[config.mk]
export PLATFORM = sky130hd
export DESIGN_NAME = handshake_master
export DESIGN_NICKNAME = d
export VERILOG_FILES = /design/src/rtl/handshake_master.sv
export SDC_FILE = /design/constraint.sdc
export NUM_CORES = 1
export LEC_CHECK = 0
export BUFFER_PORTS_ARGS = -buffer_cell sky130_fd_sc_hd__clkbuf_2
export CELL_PAD_IN_SITES_DETAIL_PLACEMENT = 1
export CELL_PAD_IN_SITES_GLOBAL_PLACEMENT = 2
export CORE_MARGIN = 3
export CORE_UTILIZATION = 30
export DETAILED_ROUTE_END_ITERATION = 8
export MAX_ROUTING_LAYER = met4
export PLACE_DENSITY = 0.61
export SKIP_CTS_REPAIR_TIMING = 1
export SLEW_MARGIN = 40
export SYNTH_ARGS = -nofsm -noshare
export SYNTH_HDL_FRONTEND = slang
export SYNTH_SLANG_ARGS = --single-unit
[constraint.sdc]
create_clock -name clk -period 2.5 [get_ports clk]
set_clock_uncertainty 0.15 [all_clocks]
set_input_delay 0.125 -clock clk [delete_from_list [all_inputs] [get_ports clk]]
set_output_delay 0.125 -clock clk [all_outputs]
set_load 0.05 [all_outputs]
[src/rtl/handshake_master.sv]
// Valid/ready transmit master: producer bytes are queued in a small FIFO and presented one at a time
// on registered valid/data_out. Optional stall watchdog is enabled with `define HS_MASTER_STALL_TIMEOUT_EN.
module handshake_master #(
    parameter int DATA_W  = 8,
    parameter int DEPTH   = 4,
    parameter int CNT_W   = 16,
    parameter int TIMEOUT = 255
) (
    input  logic              clk,
    input  logic              rst,
    input  logic              push_valid,
    input  logic [DATA_W-1:0] push_data,
    output logic              push_ready,
    output logic              valid,
    output logic [DATA_W-1:0] data_out,
    input  logic              ready_in,
    output logic [CNT_W-1:0]  xfer_count,
    output logic              busy,
    output logic              stall_err
);
    localparam int AW = $clog2(DEPTH);

    typedef enum logic {IDLE, SEND} state_t;

    state_t            state_q;
    logic [DATA_W-1:0] mem [DEPTH];
    logic [AW:0]       wr_ptr_q;
    logic [AW:0]       rd_ptr_q;
    logic              valid_q;
    logic [DATA_W-1:0] data_q;
    logic [CNT_W-1:0]  xfer_cnt_q;
    logic              empty;
    logic              full;
    logic              push_fire;
    logic              xfer;

    // Parameter sanity: DEPTH must be a power of two >= 2, TIMEOUT at least 1.
    if (DEPTH < 2 || (DEPTH & (DEPTH - 1)) != 0 || TIMEOUT < 1) begin : g_bad_param
    end

    assign empty      = (wr_ptr_q == rd_ptr_q);
    assign full       = (wr_ptr_q[AW] != rd_ptr_q[AW]) && (wr_ptr_q[AW-1:0] == rd_ptr_q[AW-1:0]);
    assign push_ready = !full;
    assign push_fire  = push_valid && !full;
    assign xfer       = valid_q && ready_in;

    assign valid      = valid_q;
    assign data_out   = data_q;
    assign xfer_count = xfer_cnt_q;
    assign busy       = !empty || valid_q;

    always_ff @(posedge clk) begin
        if (push_fire && !rst) begin
            mem[wr_ptr_q[AW-1:0]] <= push_data;
        end
    end

    always_ff @(posedge clk) begin
        if (rst) begin
            state_q    <= IDLE;
            valid_q    <= 1'b0;
            data_q     <= '0;
            wr_ptr_q   <= '0;
            rd_ptr_q   <= '0;
            xfer_cnt_q <= '0;
        end else begin
            if (push_fire) begin
                wr_ptr_q <= wr_ptr_q + 1'b1;
            end
            if (xfer) begin
                xfer_cnt_q <= xfer_cnt_q + 1'b1;
            end
            case (state_q)
                IDLE: begin
                    if (!empty) begin
                        data_q   <= mem[rd_ptr_q[AW-1:0]];
                        rd_ptr_q <= rd_ptr_q + 1'b1;
                        valid_q  <= 1'b1;
                        state_q  <= SEND;
                    end
                end
                SEND: begin
                    // The pop only sees entries written on earlier edges; no same-cycle bypass.
                    if (ready_in) begin
                        if (!empty) begin
                            data_q   <= mem[rd_ptr_q[AW-1:0]];
                            rd_ptr_q <= rd_ptr_q + 1'b1;
                        end else begin
                            valid_q <= 1'b0;
                            state_q <= IDLE;
                        end
                    end
                end
                default: begin
                    valid_q <= 1'b0;
                    state_q <= IDLE;
                end
            endcase
        end
    end

`ifdef HS_MASTER_STALL_TIMEOUT_EN
    localparam int SW = $clog2(TIMEOUT + 1);

    logic [SW-1:0] stall_cnt_q;
    logic          stall_err_q;

    always_ff @(posedge clk) begin
        if (rst) begin
            stall_cnt_q <= '0;
            stall_err_q <= 1'b0;
        end else if (valid_q && !ready_in) begin
            if (stall_cnt_q != SW'(TIMEOUT)) begin
                stall_cnt_q <= stall_cnt_q + 1'b1;
            end
            // Flag on the edge the counter reaches TIMEOUT; sticky until reset.
            if (stall_cnt_q >= SW'(TIMEOUT - 1)) begin
                stall_err_q <= 1'b1;
            end
        end else begin
            stall_cnt_q <= '0;
        end
    end

    assign stall_err = stall_err_q;
`else
    assign stall_err = 1'b0;
`endif

endmodule

# Yosys cells after proc, flatten, opt, wreduce, memory -nomap -nowiden
# Memories as Yosys holds them, arrays and structs flattened. A register that Yosys moved wholly into a read port is not among the register bits.
# Index checks and enable logic that the tools add are counted.
# totals
word_cells	43
mem_bits_rw	32
input_bits	12
n_memories	1
register_bits	32
# mem_list
name	words	word_bits	rd	rd_clocked_by_memory_dff	wr	line_no	rtl
mem	4	8	1	1	1	26	logic [DATA_W-1:0] mem [DEPTH];
# op_classes
reduce_logical	9
mux	17
eq_ne	6
bitwise_logic	1
addsub	3
# op_table
cell	n
adder 16 x 1 -> 16 bit (second input constant)	1
two-way mux 8 bit	2
one-hot mux 8 bit (2 select lines)	1
two-way mux 1 bit	7
adder 3 x 1 -> 3 bit (second input constant)	2
two-way mux 3 bit	2
one-hot mux 3 bit (2 select lines)	1
logical AND 1 bit	4
two-way mux 2 bit	2
inequality test 2 bit (second input constant)	2
one-hot mux 1 bit (2 select lines)	2
== test 3 bit	1
logical NOT 1 bit	3
AND reduction 3 bit	1
== test 2 bit	1
inequality test 2 x 1 -> 1 bit (second input constant)	1
logical OR 1 bit	1
inequality test 1 bit	1
NOT 1 bit	1

# Depth between registers and ports, before layout
# Gate-level depths: netlist of the first run.
# logic_depth
depth_word	7
depth_mapped	5

# Worst setup path before layout of the first run
# No wires, ideal clock.
# synth_timing
path_kind	reg-to-reg
from	reg wr_ptr_q[0]
to	mem mem[3][0], enable pin
arrival_ns	1.728
period_less_slack_ns	2.263
setup_time_ns	0.385
path_buffers	0
path_slack_ns	0.237
path_stages_with_launch	4
required_time_ns	1.965
cell_sequence	dfxtp_1 -> xnor2_1 -> nand3_1 -> nor3b_1
# synth_between
elab_chain_cells	7
# synth_rtl
item	line_no	rtl
start, declared	27	logic [AW:0] wr_ptr_q;
start signal, assigned	68	wr_ptr_q <= wr_ptr_q + 1'b1;
== test 2 bit	42	assign full = (wr_ptr_q[AW] != rd_ptr_q[AW]) && (wr_ptr_q[AW-1:0] == rd_ptr_q[AW-1:0]);
logical AND 1 bit	42	
logical NOT 1 bit	--	
net push_ready	13	output logic push_ready,
logical AND 1 bit	44	assign push_fire = push_valid && !full;
logical AND 1 bit	53	if (push_fire && !rst) begin
two-way mux 1 bit	53	
two-way mux 1 bit (not written as such)	54	mem[wr_ptr_q[AW-1:0]] <= push_data;
end, declared	26	
# The timed path passes the listed nets, and every way through them passes these cells.

# Worst setup path in the final report of the first run
# layout_timing
from	reg valid_q, in the netlist valid
to	reg xfer_cnt_q[15], in the netlist xfer_count[15]
# layout_between
elab_chain_cells	1
# layout_rtl
item	line_no	rtl
start, declared	29	logic valid_q;
start signal, assigned	61	valid_q <= 1'b0;
start signal, assigned	78	valid_q <= 1'b1;
start signal, assigned	89	valid_q <= 1'b0;
logical AND 1 bit	45	assign xfer = valid_q && ready_in;
end signal, assigned	71	xfer_cnt_q <= xfer_cnt_q + 1'b1;
end, declared	31	logic [CNT_W-1:0] xfer_cnt_q;
# Every way passes these cells.
# A chain may end at the register's enable or synchronous reset.

==> results.yml, run 1 <==
synthesis:
  synth_area_um2: 2710
  synthTopCellsByArea: "edfxtp_1 36%, dfxtp_1 25%, mux4_2 6.7%, xnor2_1 3.9%, nor2_1 3.6%"
  ys_seq_area_share_pct: 60.7
  syn-num-nets: 232
  async_reset_ff_share_pct: 0
  yosysWarningCount: 0
  ys_ff_latch: 66
  synth-edff-count: 32
  synth_cell_types: 39
  synth_area_leader_cell: "edfxtp_1"
  synth_cells: 214
  synth_top_area_share_pct: 35.5
  synth_top_flop_cell: "dfxtp_1"
  synth.avg_cell_area_um2: 12.6
sta:
  max_freq_ghz: 0.511
  drv_slew: 0
  rsz0062_at_grt: "false"
  setup_viol: 0
  hold_violations: 0
  slew_headroom_pct: 61.2
  post-route-period-util_pct: 78.2
  fin_crit_ns: 1.96
  finalSetupTns_ns: 0
  max_slew.worst_pin.slew_ns: 0.581
grt:
  overflow: 0
  grt_pass1_vias: 1849
  antenna_found_initial: 0
  grtUsageTotal_pct: 12.8
  grt_max_degree: 20
  grt_pass1_wl_mm: 9.62
clock_tree:
  cts_max_level: 3
  cts_made_buffers: 9
  cts.sink_count: 66
  cts_tree: "yes"
  clk-insertion-delay-late_ns: 0.34
  clk_pin_slew_ns: 0.08
  clock_path_buffers: 2
  root_buffer: "clkbuf_8"
placement:
  place.gp.congestion: 0.702
  io_buffers: 38
  dp_hpwl_mm: 4.10
die:
  core-area_um2: 8720
  dieArea_um2: 10200
  die_w_um: 101
  rows: 34
  die_h_um: 101
  io_pins: 40
  start_util_pct: 31.0
drt:
  drc_errors: 0
  vias: 1811
  avgViaCountPerCell: 4.73
  first_iter_violations: 40
  routed_wl_mm: 5.88
  wl_per_cell_um: 15.4
  drt_pass1_iterations: 4
  ant_nets: 0
finish:
  diodes: 0
  n_fill_cell: 950
  fin_util_pct: 38.7
  drive_above_1_share_pct: 25.5
  area_delta_synth_final_pct: 24.7
  fin_nets: 288
critical_path:
  r2r_slack_ns: 0.54
  crit_type: "register to register"
  cp_data_required_time_ns: 2.62
  crit_path_end_kind: "register"
  cp.arrival_ns: 2.08
  critPathMaxFanout: 10
  cp-start-kind: "register"
job:
  drv_cap: 0
power_and_ir_drop:
  powerDensity_nw_per_um2: 1000
  p_leak_nw: 1.24
  max-vdd-ir-drop_v: 0.000236
  total_power_mw: 3.37
min_path:
  hold_path.class: "input pin to register"
status:
  status: "complete, no violations"
cell usage in the layout, fill, tap and decap left out, types with 7 or more instances in the layout:
cell and instances:
clkbuf_2 38, dfxtp_1 34, edfxtp_1 32, nor2_1 26
xnor2_1 12, dlygate4sd3_1 10, nand2_1 9, a21oi_1 9
mux2i_1 9, clkbuf_8 9, mux4_2 8, nand3_1 7
registers in the layout, indices dropped and copies added (netlist names), named ones only:
name        count
wr_ptr_q        3
mem            32
state_q         1
valid           1
xfer_count     16
rd_ptr_q        3
data_out        8
final cells by class:
class,count,area (um2),share of cell area [%]
timing repair buffer,53,328,9.71
tap,108,135,4.00
multi-input combinational,134,1010,29.8
clock inverter,6,114,3.37
inverter,6,22.5,0.667
clock buffer,10,128,3.78
sequential,66,1640,48.6
worst max-delay path: stages (launching register included):
cell and delay (ns):
dfxtp_1 0.48, nand3_4 0.18, or4_4 0.60, or3_1 0.36, a21oi_1 0.13
logic make-up after synthesis:
| kind of cell | after synthesis | share of synthesized area (%) |
|---|---|---|
| simple gates | 70 | 13.4 |
| flops | 66 | 60.7 |
| compound gates | 21 | 4.63 |
| mux | 18 | 10.4 |
| fa+ha+maj | 6 | 2.78 |
| other cells | 1 | 0.139 |
| buf+inv | 14 | 2.13 |
| xor+xnor | 18 | 5.83 |
path summary, 6_finish.rpt:
path,startpoint,to,cells after the start
worst max register to register,valid$_SDFFE_PP0P_,xfer_count[15]$_SDFFE_PP0P_,4
worst min-delay path,rst,data_out[2]$_SDFFE_PP0P_,2
worst min register to register,data_out[2]$_SDFFE_PP0P_,data_out[2]$_SDFFE_PP0P_,2
worst max-delay path,valid$_SDFFE_PP0P_,xfer_count[15]$_SDFFE_PP0P_,4
cell usage after synthesis, drive strengths merged, types with 4 or more instances:
library cell and number:
dfxtp 34, edfxtp 32, nor2 26, xnor2 12
a21oi 9, mux2i 9, nand2 9, mux4 8
nand3 8, ha 6, inv 6, xor2 6
o21ai 5, and2 4, buf 4, clkbuf 4
nor3 4
per-layer routing:
metal  up-vias  wire, um  global-route usage [%]
li1        890         -                       -
met1       880      2860                    16.6
met2        33      2740                    18.5
met3         8       194                    3.39
met4         0        88                    5.83
met5         -         0                       -
report_power, final:
group / internal, mW / switching (mW)
Clock: 0.666 / 0.426
Sequential: 1.25 / 0.136
Combinational: 0.332 / 0.560
stage by stage:
step           area, um2  std cells  hold WS (ns)  worst slack, ns
5_1_grt             3370        383         0.135            0.385
2_1_floorplan       2710        214        0.0739            0.237
3_3_place_gp        3030        357         0.201            0.585
6_report            3370        383         0.115            0.545
4_1_cts             3270        373        -0.161            0.528
3_5_place_dp        3030        357         0.208            0.540
No activity file was read; power rests on OpenSTA's default activity.
==> run 2, diff against run 1 <==
Clock period 2.5 ns to 2.05 ns, I/O delays scaled along.
==> run 2 against run 1 <==
  * Design area is 0.30% higher
  * Utilization is 0.11 points higher
  * Via count is 0.28% higher
  * First-iteration DRC count stayed put
  * Sequential cell count stayed put
  * Global-route usage is 0.056 points higher
  * Highest routed layer unchanged
  * Sequential power is 19% higher
  * The flow now finishes with violations (negative hold slack)
  * Critical path depth is 2 higher
  * Hold slack worse by 0.12 ns
  * Power is 17% higher
==> results.yml, run 2 (same netlist as run 1, synthesis figures left out) <==
status:
  status: "complete, but fails checks"
  violations: "negative hold slack"
sta:
  drv_slew: 0
  slew_headroom_pct: 50.8
  fin_crit_ns: 1.96
  max_slew.worst_pin.slew_ns: 0.735
  hold_violations: 1
  max_freq_ghz: 0.510
  post-route-period-util_pct: 95.6
  hold-worst-slack_ns: -0.00272
  finalSetupTns_ns: 0
  finalWorstSetupSlack_ns: 0.0895
  setup_viol: 0
finish:
  layout_commonest_cell: "clkbuf_2"
  n_fill_cell: 943
  multi_input_area_um2: 1030
  design_area_um2: 3380
  seq_area_um2: 1650
  diodes: 0
  drive_above_1_share_pct: 29.6
  layout_common_cells: "38 x clkbuf_2, 32 x edfxtp_1, 27 x dfxtp_1"
  area_delta_synth_final_pct: 25.1
  largest_reg_flops: 32
  fin_nets: 290
min_path:
  hold_path.class: "input pin to register"
die:
  die_h_um: 101
  dieArea_um2: 10200
  die_w_um: 101
  start_util_pct: 31.0
  core-area_um2: 8720
  rows: 34
  io_pins: 40
critical_path:
  r2r-end: "mem[3][2]$_DFFE_PP_"
  startpoint: "ready_in"
  r2r_slack_ns: 0.13
  crit_end: "xfer_count[15]$_SDFFE_PP0P_"
  r2r_cells: 3
  cp-start-kind: "input pin"
  cp.arrival_ns: 2.08
  crit_type: "input pin to register"
  r2r-start: "wr_ptr_q[0]$_SDFFE_PP0P_"
  crit_path_end_kind: "register"
  critPathMaxFanout: 10
  cp_data_required_time_ns: 2.17
power_and_ir_drop:
  total_power_mw: 3.95
  powerDensity_nw_per_um2: 1170
  max-vdd-ir-drop_v: 0.000327
  p_leak_nw: 1.25
clock_tree:
  root_buffer: "clkbuf_8"
  cts_made_buffers: 9
  cts_max_level: 3
  cts.sink_count: 66
  cts_tree: "yes"
  clk_pin_slew_ns: 0.08
  clock_path_buffers: 2
  clk-insertion-delay-late_ns: 0.34
grt:
  overflow: 0
  grtUsageTotal_pct: 12.8
  antenna_found_initial: 0
  grt_pass1_vias: 1820
  grt_pass1_wl_mm: 9.55
  grt_max_degree: 26
placement:
  placed_area_um2: 3070
  place_ws_ns: 0.152
  place.gp.congestion: 0.730
  io_buffers: 38
  dp_hpwl_mm: 3.98
drt:
  wl_per_cell_um: 15.2
  first_iter_violations: 40
  routed_wl_mm: 5.85
  drc_errors: 0
  ant_nets: 0
  drt_pass1_iterations: 4
  avgViaCountPerCell: 4.72
  vias: 1816
job:
  drv_cap: 0
[run 2: power by group]
part / switching, mW / internal (mW)
sequential: 0.129 / 1.53
combinational: 0.734 / 0.430
clock: 0.493 / 0.627
[run 2: metal layers]
metal | part of all wire, % | global-route usage (%)
met2 | 46 | 18.2
met5 | 0 | -
met3 | 4.0 | 3.53
met4 | 1.8 | 5.21
met1 | 48 | 17.3
[run 2: per-stage QoR]
stage / util [%] / instances
detailed placement: 35.2 / 359
floorplan: - / 214
global route: 38.8 / 385
finish: 38.8 / 385
CTS: 37.5 / 375
global placement: 35.2 / 359
[run 2: worst min-delay path by stage]
stage / start / endpoint / slack (ns) / cells past startpoint
after detailed placement: push_data[4] / mem[0][4]$_DFFE_PP_ / 0.18 / 1
final: rst / data_out[6]$_SDFFE_PP0P_ / -0.003 / 2
after global placement: push_data[4] / mem[2][4]$_DFFE_PP_ / 0.18 / 1
after CTS: push_data[4] / mem[0][4]$_DFFE_PP_ / -0.18 / 1
after floorplan: push_data[0] / mem[0][0]$_DFFE_PP_ / 0.05 / 0
after global routing: rst / data_out[4]$_SDFFE_PP0P_ / 0.02 / 2
[run 2: layout make-up]
cell class,instances,share of cell area (%)
clock inverters,4,1.48
flip-flops and latches,66,48.8
multi-input cells,134,30.4
well taps,108,3.99
clock buffers,12,4.58
inverters,6,0.665
repair buffers,55,10.1
[run 2: worst max-delay path, stage by stage]
cell and delay (ns):
dlygate4sd3_1 0.53, clkbuf_2 0.19, nand3_4 0.15, or4_4 0.60, or3_1 0.36, a21oi_1 0.14
==> run 3, diff against run 2 <==
Settings changed: PLACE_DENSITY 0.61 to unset, PLACE_DENSITY_LB_ADDON set to 0.1, SETUP_SLACK_MARGIN set to 0.2.
Clock period 2.05 ns to 2.1 ns, I/O delays scaled along.
==> run 3 against run 2 <==
  * The flow now finishes without violations
  * Utilization increased by 1.4 points
  * Sequential cell count unchanged
  * Design area increased by 3.7%
  * Via count increased by 1.8%
  * Final cell count increased by 1.6%
  * Non-clock buffer count increased by 6
  * Global-route usage increased by 0.59 points
  * Combinational power increased by 3%
==> results.yml, run 3 (same netlist as run 1, synthesis figures left out) <==
sta:
  fin_crit_ns: 1.84
  max_freq_ghz: 0.544
  post-route-period-util_pct: 87.5
  hold_violations: 0
  finalSetupTns_ns: 0
  finalWorstSetupSlack_ns: 0.262
  drv_slew: 0
  max_slew.worst_pin.slew_ns: 0.564
  slew_headroom_pct: 62.4
  rsz0062_at_grt: "false"
  setup_viol: 0
critical_path:
  cp_data_required_time_ns: 2.22
  crit_path_end_kind: "register"
  cp.arrival_ns: 1.96
  crit_type: "input pin to register"
  slowest_delay_ns: 0.52
  critPathMaxFanout: 10
  cp-start-kind: "input pin"
  cp_cell_sequence: "dlygate4sd3_1 > clkbuf_2 > nand3_4 > or4_4 > or3_4 > a21oi_2"
  slowest_stage: "dlygate4sd3_1"
die:
  die_w_um: 101
  dieArea_um2: 10200
  core-area_um2: 8720
  start_util_pct: 31.0
  rows: 34
  io_pins: 40
  die_h_um: 101
min_path:
  hold_path.class: "input pin to register"
finish:
  layout_commonest_cell: "clkbuf_2"
  fin_nets: 296
  layout_common_cells: "37 x clkbuf_2, 32 x edfxtp_1, 26 x nor2_1"
  area_delta_synth_final_pct: 29.7
  drive_above_1_share_pct: 37.5
  n_fill_cell: 944
  design_area_um2: 3510
  diodes: 0
  largest_reg_flops: 32
drt:
  routed_wl_mm: 6.05
  vias: 1848
  first_iter_violations: 43
  wl_per_cell_um: 15.5
  ant_nets: 0
  avgViaCountPerCell: 4.73
  drt_pass1_iterations: 4
  drc_errors: 0
placement:
  place_ws_ns: 0.137
  place.gp.congestion: 0.700
  io_buffers: 38
  placed_area_um2: 3120
  dp_hpwl_mm: 4.09
status:
  status: "complete, no violations"
clock_tree:
  cts_made_buffers: 9
  cts_max_level: 3
  cts_tree: "yes"
  clock_path_buffers: 2
  root_buffer: "clkbuf_8"
  cts.sink_count: 66
  clk_pin_slew_ns: 0.08
  clk-insertion-delay-late_ns: 0.34
power_and_ir_drop:
  p_leak_nw: 1.28
  max-vdd-ir-drop_v: 0.000292
  powerDensity_nw_per_um2: 1080
job:
  drv_cap: 0
grt:
  grt_pass1_wl_mm: 9.94
  grt_max_degree: 35
  grtUsageTotal_pct: 13.4
  antenna_found_initial: 0
  overflow: 0
  grt_pass1_vias: 1859
## run 3: cell types whose count changed in the layout (fill, tap and decap cells not counted), sizes merged
cell | previous run | this run
inv | 6 | 8
bufinv | 1 | 0
buf | 7 | 14
clkbuf | 50 | 46
clkinvlp | 1 | 3
## run 3: routing by layer
layer  vias to the layer above  track usage, %  routed length, um
li1                        903               -                  -
met1                       906            17.3               2860
met2                        31            20.2               2890
met3                         8            3.81                233
met4                         0            4.91                 62
met5                         -               -                  0
## run 3: worst paths after layout
path                                   start                           to  slack [ns]  cells past startpoint
setup reg to reg    rd_ptr_q[2]$_SDFFE_PP0P_          mem[1][3]$_DFFE_PP_        0.27                      6
hold / removal                           rst          mem[3][1]$_DFFE_PP_        0.03                      2
hold reg to reg   xfer_count[1]$_SDFFE_PP0P_   xfer_count[1]$_SDFFE_PP0P_        0.34                      2
setup / recovery                    ready_in  xfer_count[15]$_SDFFE_PP0P_        0.26                      6
## run 3: cell type report
cell class	instances	area, um2	share of cell area (%)
Clock inverter	7	53.8	1.53
Tap cell	108	135	3.85
Sequential cell	66	1680	47.9
Multi-Input combinational cell	134	1100	31.5
Timing Repair Buffer	61	388	11.1
Inverter	6	22.5	0.642
Clock buffer	9	124	3.53
## run 3: critical path, delay by kind of cell
family,cells,cell delay [ns]
AND/OR/NAND/NOR,3,1.00
AO/OA/AOI/OAI,1,0.14
buffers and inverters,2,0.71
## run 3: power breakdown
part	switching [mW]	total, mW	internal, mW
Combinational	0.741	1.20	0.456
Sequential	0.125	1.62	1.49
Clock	0.524	0.959	0.435
## run 3: stage by stage
stage | cells | power, mW | util, % | hold WS (ns)
final | 391 | 3.77 | 40.2 | 0.0297
after global routing | 391 | 4.03 | 40.2 | 0.0261
after CTS | 379 | 3.79 | 37.8 | -0.192
after detailed placement | 363 | 2.81 | 35.8 | 0.182
after global placement | 363 | 2.80 | 35.8 | 0.181
after floorplan | 214 | 2.50 | - | 0.0539
